==> config.mk <==
export PLATFORM = sky130hd
export DESIGN_NAME = sabouter_fault_ctrl
export DESIGN_NICKNAME = d
export VERILOG_FILES = /design/src/rtl/fi_pkg.sv /design/src/rtl/fi_down_counter.sv /design/src/rtl/sabouter_fault_ctrl.sv
export SDC_FILE = /design/constraint.sdc
export NUM_CORES = 1
export LEC_CHECK = 0
export ABC_AREA = 1
export CAP_MARGIN = 15
export CORE_MARGIN = 3
export CORE_UTILIZATION = 55
export DETAILED_ROUTE_END_ITERATION = 7
export DONT_BUFFER_PORTS = 1
export PLACE_DENSITY = 0.75
export SYNTH_ARGS = -nofsm -noshare
export SYNTH_HDL_FRONTEND = slang
export SYNTH_SLANG_ARGS = --single-unit
==> constraint.sdc <==
create_clock -name i_clk -period 2.1 [get_ports i_clk]
set_input_delay 0.21 -clock i_clk [delete_from_list [all_inputs] [get_ports i_clk]]
set_output_delay 0.21 -clock i_clk [all_outputs]
set_load 0.03 [all_outputs]
==> src/rtl/fi_pkg.sv <==
// Shared types and constants for the fault-injection controller slice.
package fi_pkg;

    // Controller phases: waiting for a descriptor, counting the start delay,
    // driving the saboteurs, and the one-cycle completion report.
    typedef enum logic [1:0] {
        IDLE   = 2'd0,
        ARM    = 2'd1,
        INJECT = 2'd2,
        DONE   = 2'd3
    } fi_state_t;

    // Fault types understood by the super saboteurs (passed through unchanged).
    localparam logic [1:0] FI_SA0  = 2'b00;
    localparam logic [1:0] FI_SA1  = 2'b01;
    localparam logic [1:0] FI_FLIP = 2'b10;

    // Default width of the delay / duration counters.
    localparam int FI_CNT_W = 16;

endpackage

==> src/rtl/fi_down_counter.sv <==
// Loadable down-counter with a zero flag. It stops at zero instead of
// wrapping, so an expired window stays expired until the next load.
module fi_down_counter
    import fi_pkg::*;
#(
    parameter int CNT_W = FI_CNT_W
) (
    input  logic             clk,
    input  logic             rst_n,
    input  logic             load,
    input  logic [CNT_W-1:0] load_val,
    output logic             zero
);

    logic [CNT_W-1:0] count_reg;

    // Load has priority; otherwise count down and hold at zero.
    always_ff @(posedge clk) begin
        if (!rst_n) begin
            count_reg <= '0;
        end else if (load) begin
            count_reg <= load_val;
        end else if (count_reg != '0) begin
            count_reg <= count_reg - 1'b1;
        end
    end

    assign zero = (count_reg == '0);

endmodule

==> src/rtl/sabouter_fault_ctrl.sv <==
// Single-fault injection controller: takes one descriptor, waits the start
// delay, drives the selected super saboteur for the requested window, then
// reports completion with a one-cycle done (plus err for a bad index).
module sabouter_fault_ctrl
    import fi_pkg::*;
#(
    parameter int WIDTH = 4,
    parameter int N_SAB = 8,
    parameter int CNT_W = FI_CNT_W,
    parameter int IDX_W = (N_SAB > 1) ? $clog2(N_SAB) : 1
) (
    input  logic             i_clk,
    input  logic             i_rst_n,
    input  logic             i_cfg_valid,
    output logic             o_cfg_ready,
    input  logic [IDX_W-1:0] i_cfg_sab_idx,
    input  logic [WIDTH-1:0] i_cfg_bit_mask,
    input  logic [1:0]       i_cfg_ctrl,
    input  logic [CNT_W-1:0] i_cfg_delay,
    input  logic [CNT_W-1:0] i_cfg_duration,
    input  logic             i_abort,
    output logic [N_SAB-1:0] o_en_super_sabouter,
    output logic [WIDTH-1:0] o_en_basic_sabouter,
    output logic [1:0]       o_ctrl,
    output logic             o_busy,
    output logic             o_done,
    output logic             o_err
);

    // Extra bit so an index equal to N_SAB is representable in the compare.
    localparam int              N_SAB_I = N_SAB;
    localparam logic [IDX_W:0]  N_SAB_W = N_SAB_I[IDX_W:0];

    // The counter holds "cycles remaining minus one", so a window of length
    // v is loaded as v-1; zero maps to zero (duration 0 never uses the count).
    function automatic logic [CNT_W-1:0] sat_dec(input logic [CNT_W-1:0] v);
        return (v == '0) ? '0 : v - 1'b1;
    endfunction

    fi_state_t state_reg, state_next;

    logic [IDX_W-1:0] idx_reg,  idx_next;
    logic [WIDTH-1:0] mask_reg, mask_next;
    logic [1:0]       ctrl_reg, ctrl_next;
    logic [CNT_W-1:0] dur_reg,  dur_next;
    logic             err_reg,  err_next;

    logic [N_SAB-1:0] en_super_reg, en_super_next;
    logic [WIDTH-1:0] en_basic_reg, en_basic_next;
    logic [1:0]       ctrl_out_reg, ctrl_out_next;
    logic             done_reg,     done_next;
    logic             err_out_reg,  err_out_next;

    logic [N_SAB-1:0] onehot_next;
    logic             accept;
    logic             idx_bad;
    logic             cnt_load;
    logic [CNT_W-1:0] cnt_load_val;
    logic             cnt_zero;

    assign accept  = i_cfg_valid && (state_reg == IDLE);
    assign idx_bad = ({1'b0, i_cfg_sab_idx} >= N_SAB_W);

    // Delay and duration share one counter; it is reloaded on entry to ARM
    // (with the delay) and on entry to INJECT (with the duration).
    fi_down_counter #(
        .CNT_W (CNT_W)
    ) u_cnt (
        .clk      (i_clk),
        .rst_n    (i_rst_n),
        .load     (cnt_load),
        .load_val (cnt_load_val),
        .zero     (cnt_zero)
    );

    // Counter reload: at accept pick delay (ARM) or duration (straight to
    // INJECT); at the ARM->INJECT hand-over load the latched duration.
    always_comb begin
        cnt_load     = accept || ((state_reg == ARM) && (state_next == INJECT));
        cnt_load_val = sat_dec(dur_reg);
        if (state_reg == IDLE) begin
            cnt_load_val = (i_cfg_delay != '0) ? sat_dec(i_cfg_delay)
                                               : sat_dec(i_cfg_duration);
        end
    end

    // State register.
    always_ff @(posedge i_clk) begin
        if (!i_rst_n) begin
            state_reg <= IDLE;
        end else begin
            state_reg <= state_next;
        end
    end

    // Next-state logic; abort wins over the natural end of the window.
    always_comb begin
        state_next = state_reg;
        case (state_reg)
            IDLE: begin
                if (i_cfg_valid) begin
                    if (idx_bad) begin
                        state_next = DONE;
                    end else if (i_cfg_delay == '0) begin
                        state_next = INJECT;
                    end else begin
                        state_next = ARM;
                    end
                end
            end
            ARM: begin
                if (i_abort) begin
                    state_next = DONE;
                end else if (cnt_zero) begin
                    state_next = INJECT;
                end
            end
            INJECT: begin
                if (i_abort) begin
                    state_next = DONE;
                end else if ((dur_reg != '0) && cnt_zero) begin
                    state_next = DONE;
                end
            end
            DONE: begin
                state_next = IDLE;
            end
            default: begin
                state_next = IDLE;
            end
        endcase
    end

    // Descriptor fields are captured only at accept and held afterwards.
    always_comb begin
        idx_next  = idx_reg;
        mask_next = mask_reg;
        ctrl_next = ctrl_reg;
        dur_next  = dur_reg;
        err_next  = err_reg;
        if (accept) begin
            idx_next  = i_cfg_sab_idx;
            mask_next = i_cfg_bit_mask;
            ctrl_next = i_cfg_ctrl;
            dur_next  = i_cfg_duration;
            err_next  = idx_bad;
        end
    end

    // Descriptor holding registers.
    always_ff @(posedge i_clk) begin
        if (!i_rst_n) begin
            idx_reg  <= '0;
            mask_reg <= '0;
            ctrl_reg <= '0;
            dur_reg  <= '0;
            err_reg  <= 1'b0;
        end else begin
            idx_reg  <= idx_next;
            mask_reg <= mask_next;
            ctrl_reg <= ctrl_next;
            dur_reg  <= dur_next;
            err_reg  <= err_next;
        end
    end

    // One-hot decode of the (next) saboteur index.
    generate
        for (genvar gi = 0; gi < N_SAB; gi++) begin : g_onehot
            assign onehot_next[gi] = (idx_next == IDX_W'(gi));
        end
    endgenerate

    // Output decode from the upcoming state, so the registered outputs line
    // up with the state they describe.
    always_comb begin
        en_super_next = '0;
        en_basic_next = '0;
        ctrl_out_next = '0;
        done_next     = 1'b0;
        err_out_next  = 1'b0;
        if (state_next == INJECT) begin
            en_super_next = onehot_next;
            en_basic_next = mask_next;
            ctrl_out_next = ctrl_next;
        end
        if (state_next == DONE) begin
            done_next    = 1'b1;
            err_out_next = err_next;
        end
    end

    // Output registers; reset drops every enable immediately and issues no done.
    always_ff @(posedge i_clk) begin
        if (!i_rst_n) begin
            en_super_reg <= '0;
            en_basic_reg <= '0;
            ctrl_out_reg <= '0;
            done_reg     <= 1'b0;
            err_out_reg  <= 1'b0;
        end else begin
            en_super_reg <= en_super_next;
            en_basic_reg <= en_basic_next;
            ctrl_out_reg <= ctrl_out_next;
            done_reg     <= done_next;
            err_out_reg  <= err_out_next;
        end
    end

    assign o_cfg_ready         = (state_reg == IDLE);
    assign o_busy              = (state_reg == ARM) || (state_reg == INJECT);
    assign o_en_super_sabouter = en_super_reg;
    assign o_en_basic_sabouter = en_basic_reg;
    assign o_ctrl              = ctrl_out_reg;
    assign o_done              = done_reg;
    assign o_err               = err_out_reg;

endmodule
==> metrics.md <==
| Metric | Value |
|---|---|
| Diodes inserted | 0 |
| Sequential fraction of the synthesis area | 30.08% |
| P_leak | 2.026 nW |
| Filler Cell Count | 646 |
| Height of the die | 91.22 um |
| Remaining antenna violation count | 0 |
| Clk pwr share | 31.4% |
| H-tree depth | 3 |
| Worst-Skew Late Latency | 0.35 ns |
| Total gr overflow | 0 |
| Clk root buf | clkbuf_8 |
| DP Worst Slack | 0.09599 ns |
| Worst slew pin tran | 0.4232 ns |
| IO buf count | 0 |
| HP Class | input pin to register |
| CTS clk-pin slew, worst paths | 0.07 ns |
| Overall global routing resource usage | 27.08% |
| Vias | 4120 |
| Max-cap viol count | 0 |
| Synthesized area per cell | 6.309 um^2 |
| Final Cycle Share | 92.08% |
| Max_slew headroom | 71.49% |
| P_sw | 1.420 mW |
| Vias in the first global route | 3998 |
| Final Max Slew Viols | 0 |
| Power share of the sequential group | 36.2% |
| Final Critical Period | 1.934 ns |
| Yosys warning count | 0 |
| Post-synth top area share | 30.08% |
| Power per Cell Area | 858.6 nW/um^2 |
| Clk_skew | 0.008219 ns |
| Final setup violation count | 0 |
| VDD IR max | 0.0006361 V |
| CTS tree | built |
| Effective utilization at floorplan | 57.83% |
| Syn Inst Count | 633 |
| Hpwl dp | 8402 um |
| Global-route wire length before repair | 18240 um |
| Run status | completed |
| Switching Share | 37.15% |
| Crit path launch | u_cnt.count_reg[1] |
| Data required, critical path | 2.34 ns |
| Setup TNS | 0 ns |
| Reg-to-reg startpoint | u_cnt.count_reg[1] |
| Top fanout value on the critical path | 8 |
| DRT Pass-1 Iters | 5 |
| Clock Path Buffers | 2 |
| Placer congestion estimate | 1.041 |
| DR iter-0 viols | 247 |
| Initial antenna violation count | 0 |
| Startpoint Class | register |
| Final Hold Fails | 0 |
| Crit path DAT | 2.18 ns |
| Syn_nets | 688 |
| Fmax | 0.5172 GHz |
| Synth unique cells | 43 |
| Core footprint | 6907 um^2 |
| Syn-to-layout area delta | 11.43% |
| Internal power | 2.402 mW |
| Chip width | 91.22 um |
| Share of cells above drive strength 1 | 10.09% |
| Post-route setup slack | 0.1664 ns |
| DR vias/cell | 5.493 |
| Mapped Area | 3994 um^2 |
| # DRC | 0 |
| Combinational share of power | 32.4% |
| R2R Setup Slk | 0.17 ns |
| RR Endpoint | u_cnt.count_reg[0] |
| Sink Count | 60 |
| Final wirelength | 10900 um |
| I/O pin count | 63 |
| Flops & latches, synth | 60 |
| Largest net degree at the start of global routing | 23 |
| Synth area leaders | dfxtp_1 (30%), nand2_1 (13%), nor2_1 (11%) |
| Critical Path End | u_cnt.count_reg[0] |
| Std-Cell Rows | 30 |
| Leading area contributor after synthesis | dfxtp_1 |
| CTS buffer count | 9 |
| Crit. End Element | register |
| WL/cell | 14.54 um |
| Crit path kind | register to register |
| R2r worst-path depth | 16 |
| Die area | 8320 um^2 |
| Nets | 704 |
-- power by group through the flow --
stage / combinational, mW / sequential [mW] / clock (mW)
after global placement: 1.16 / 1.40 / 0
final: 1.24 / 1.38 / 1.20
after CTS: 1.19 / 1.38 / 1.21
after detailed placement: 1.18 / 1.40 / 0
after global routing: 1.39 / 1.40 / 1.26
after floorplan: 0.938 / 1.37 / 0
-- cells by family after synthesis --
kind of cell	synth area share, %
AND/OR/NAND/NOR	36.81
multiplexers	0.5013
XOR/XNOR	7.456
AO/OA/AOI/OAI	13.03
buffers and inverters	8.991
adder cells (fa/ha/maj)	3.133
flip-flops	30.08
-- per-stage QoR --
stage / instance area (um^2) / cells / total power, mW / util, % / hold slack [ns]
2_1_floorplan: 3994 / 633 / 2.311 / - / 0.3484
3_3_place_gp: 4156 / 730 / 2.556 / 60.18 / 0.3357
3_5_place_dp: 4156 / 730 / 2.579 / 60.18 / 0.3394
4_1_cts: 4394 / 747 / 3.781 / 63.62 / 0.001163
5_1_grt: 4451 / 750 / 4.051 / 64.44 / 0.007002
6_report: 4451 / 750 / 3.821 / 64.44 / 0.01397
-- final cells by class --
| type | count | area [um^2] | area share (%) |
|---|---|---|---|
| clock buffer | 9 | 123.9 | 2.783 |
| clock inverter | 7 | 103.9 | 2.333 |
| inverter | 77 | 295.3 | 6.635 |
| multi-input combinational | 482 | 2461 | 55.30 |
| sequential | 60 | 1201 | 26.99 |
| tap | 96 | 120.1 | 2.699 |
| timing repair buffer | 19 | 145.1 | 3.261 |
-- critical path, cell delays in order, from the launching register on --
cell and delay [ns]:
dfxtp_1 0.33, inv_1 0.08, ha_1 0.17, nand2_1 0.06, nor2_1 0.10, nand2_1 0.09, nor2_4 0.14, nand2_1 0.08
nand2_1 0.06, nand2_1 0.06, nand2_2 0.08, nand2_2 0.07, nand4_4 0.11, buf_4 0.19, nand4_1 0.09, nand2_1 0.09
nor2_1 0.04
-- layer usage --
layer / track usage [%] / share of wire, % / wire length, um
met3: 6.131 / 7.5 / 818
met5: 0 / 0 / 0
met4: 12.56 / 3.6 / 391
met2: 43.04 / 45 / 4906
met1: 34.78 / 44 / 4786
-- what timing repair did --
action                                  in CTS  in global routing
buffers inserted                             0                  3
hold endpoints to repair                    11                  0
endpoints found under the setup margin       0                 26
gates resized for setup                      0                  9
hold buffers                                 1                  0
-- how the worst min path moves through the flow --
| stage | startpoint | cells after the start | end |
|---|---|---|---|
| floorplan | i_rst_n | 2 | dur_reg[11] |
| global placement | i_rst_n | 2 | u_cnt.count_reg[2] |
| detailed placement | i_rst_n | 2 | u_cnt.count_reg[4] |
| CTS | i_rst_n | 2 | dur_reg[14] |
| global route | i_rst_n | 2 | dur_reg[2] |
| finish | i_rst_n | 2 | dur_reg[14] |
-- cell usage after synthesis, drive strengths merged --
cell	number
a21boi	3
a21o	1
a21oi	37
a22oi	1
a31oi	1
a32oi	1
and2	1
buf	4
clkbuf	10
clkinv	3
dfxtp	60
ha	10
inv	74
mux2i	2
nand2	154
nand3	26
nand4	16
nor2	122
nor3	13
nor3b	1
nor4	3
o211ai	3
o21a	1
o21ai	43
o21bai	2
o22ai	1
o31ai	1
o32ai	1
or2	4
xnor2	6
xor2	28
-- placed cells by master (no fill, tap or decap), types with 11 or more instances in the layout --
master	netlist	routed
nor2_1	119	117
nand2_2	10	11
xor2_1	28	28
nor3_1	12	11
buf_4	0	18
nand4_1	15	15
a21oi_1	37	37
dfxtp_1	60	60
inv_1	70	70
nand2_1	143	142
o21ai_0	43	43
nand3_1	25	25
Note: power is estimated with default switching activity, not from simulation.
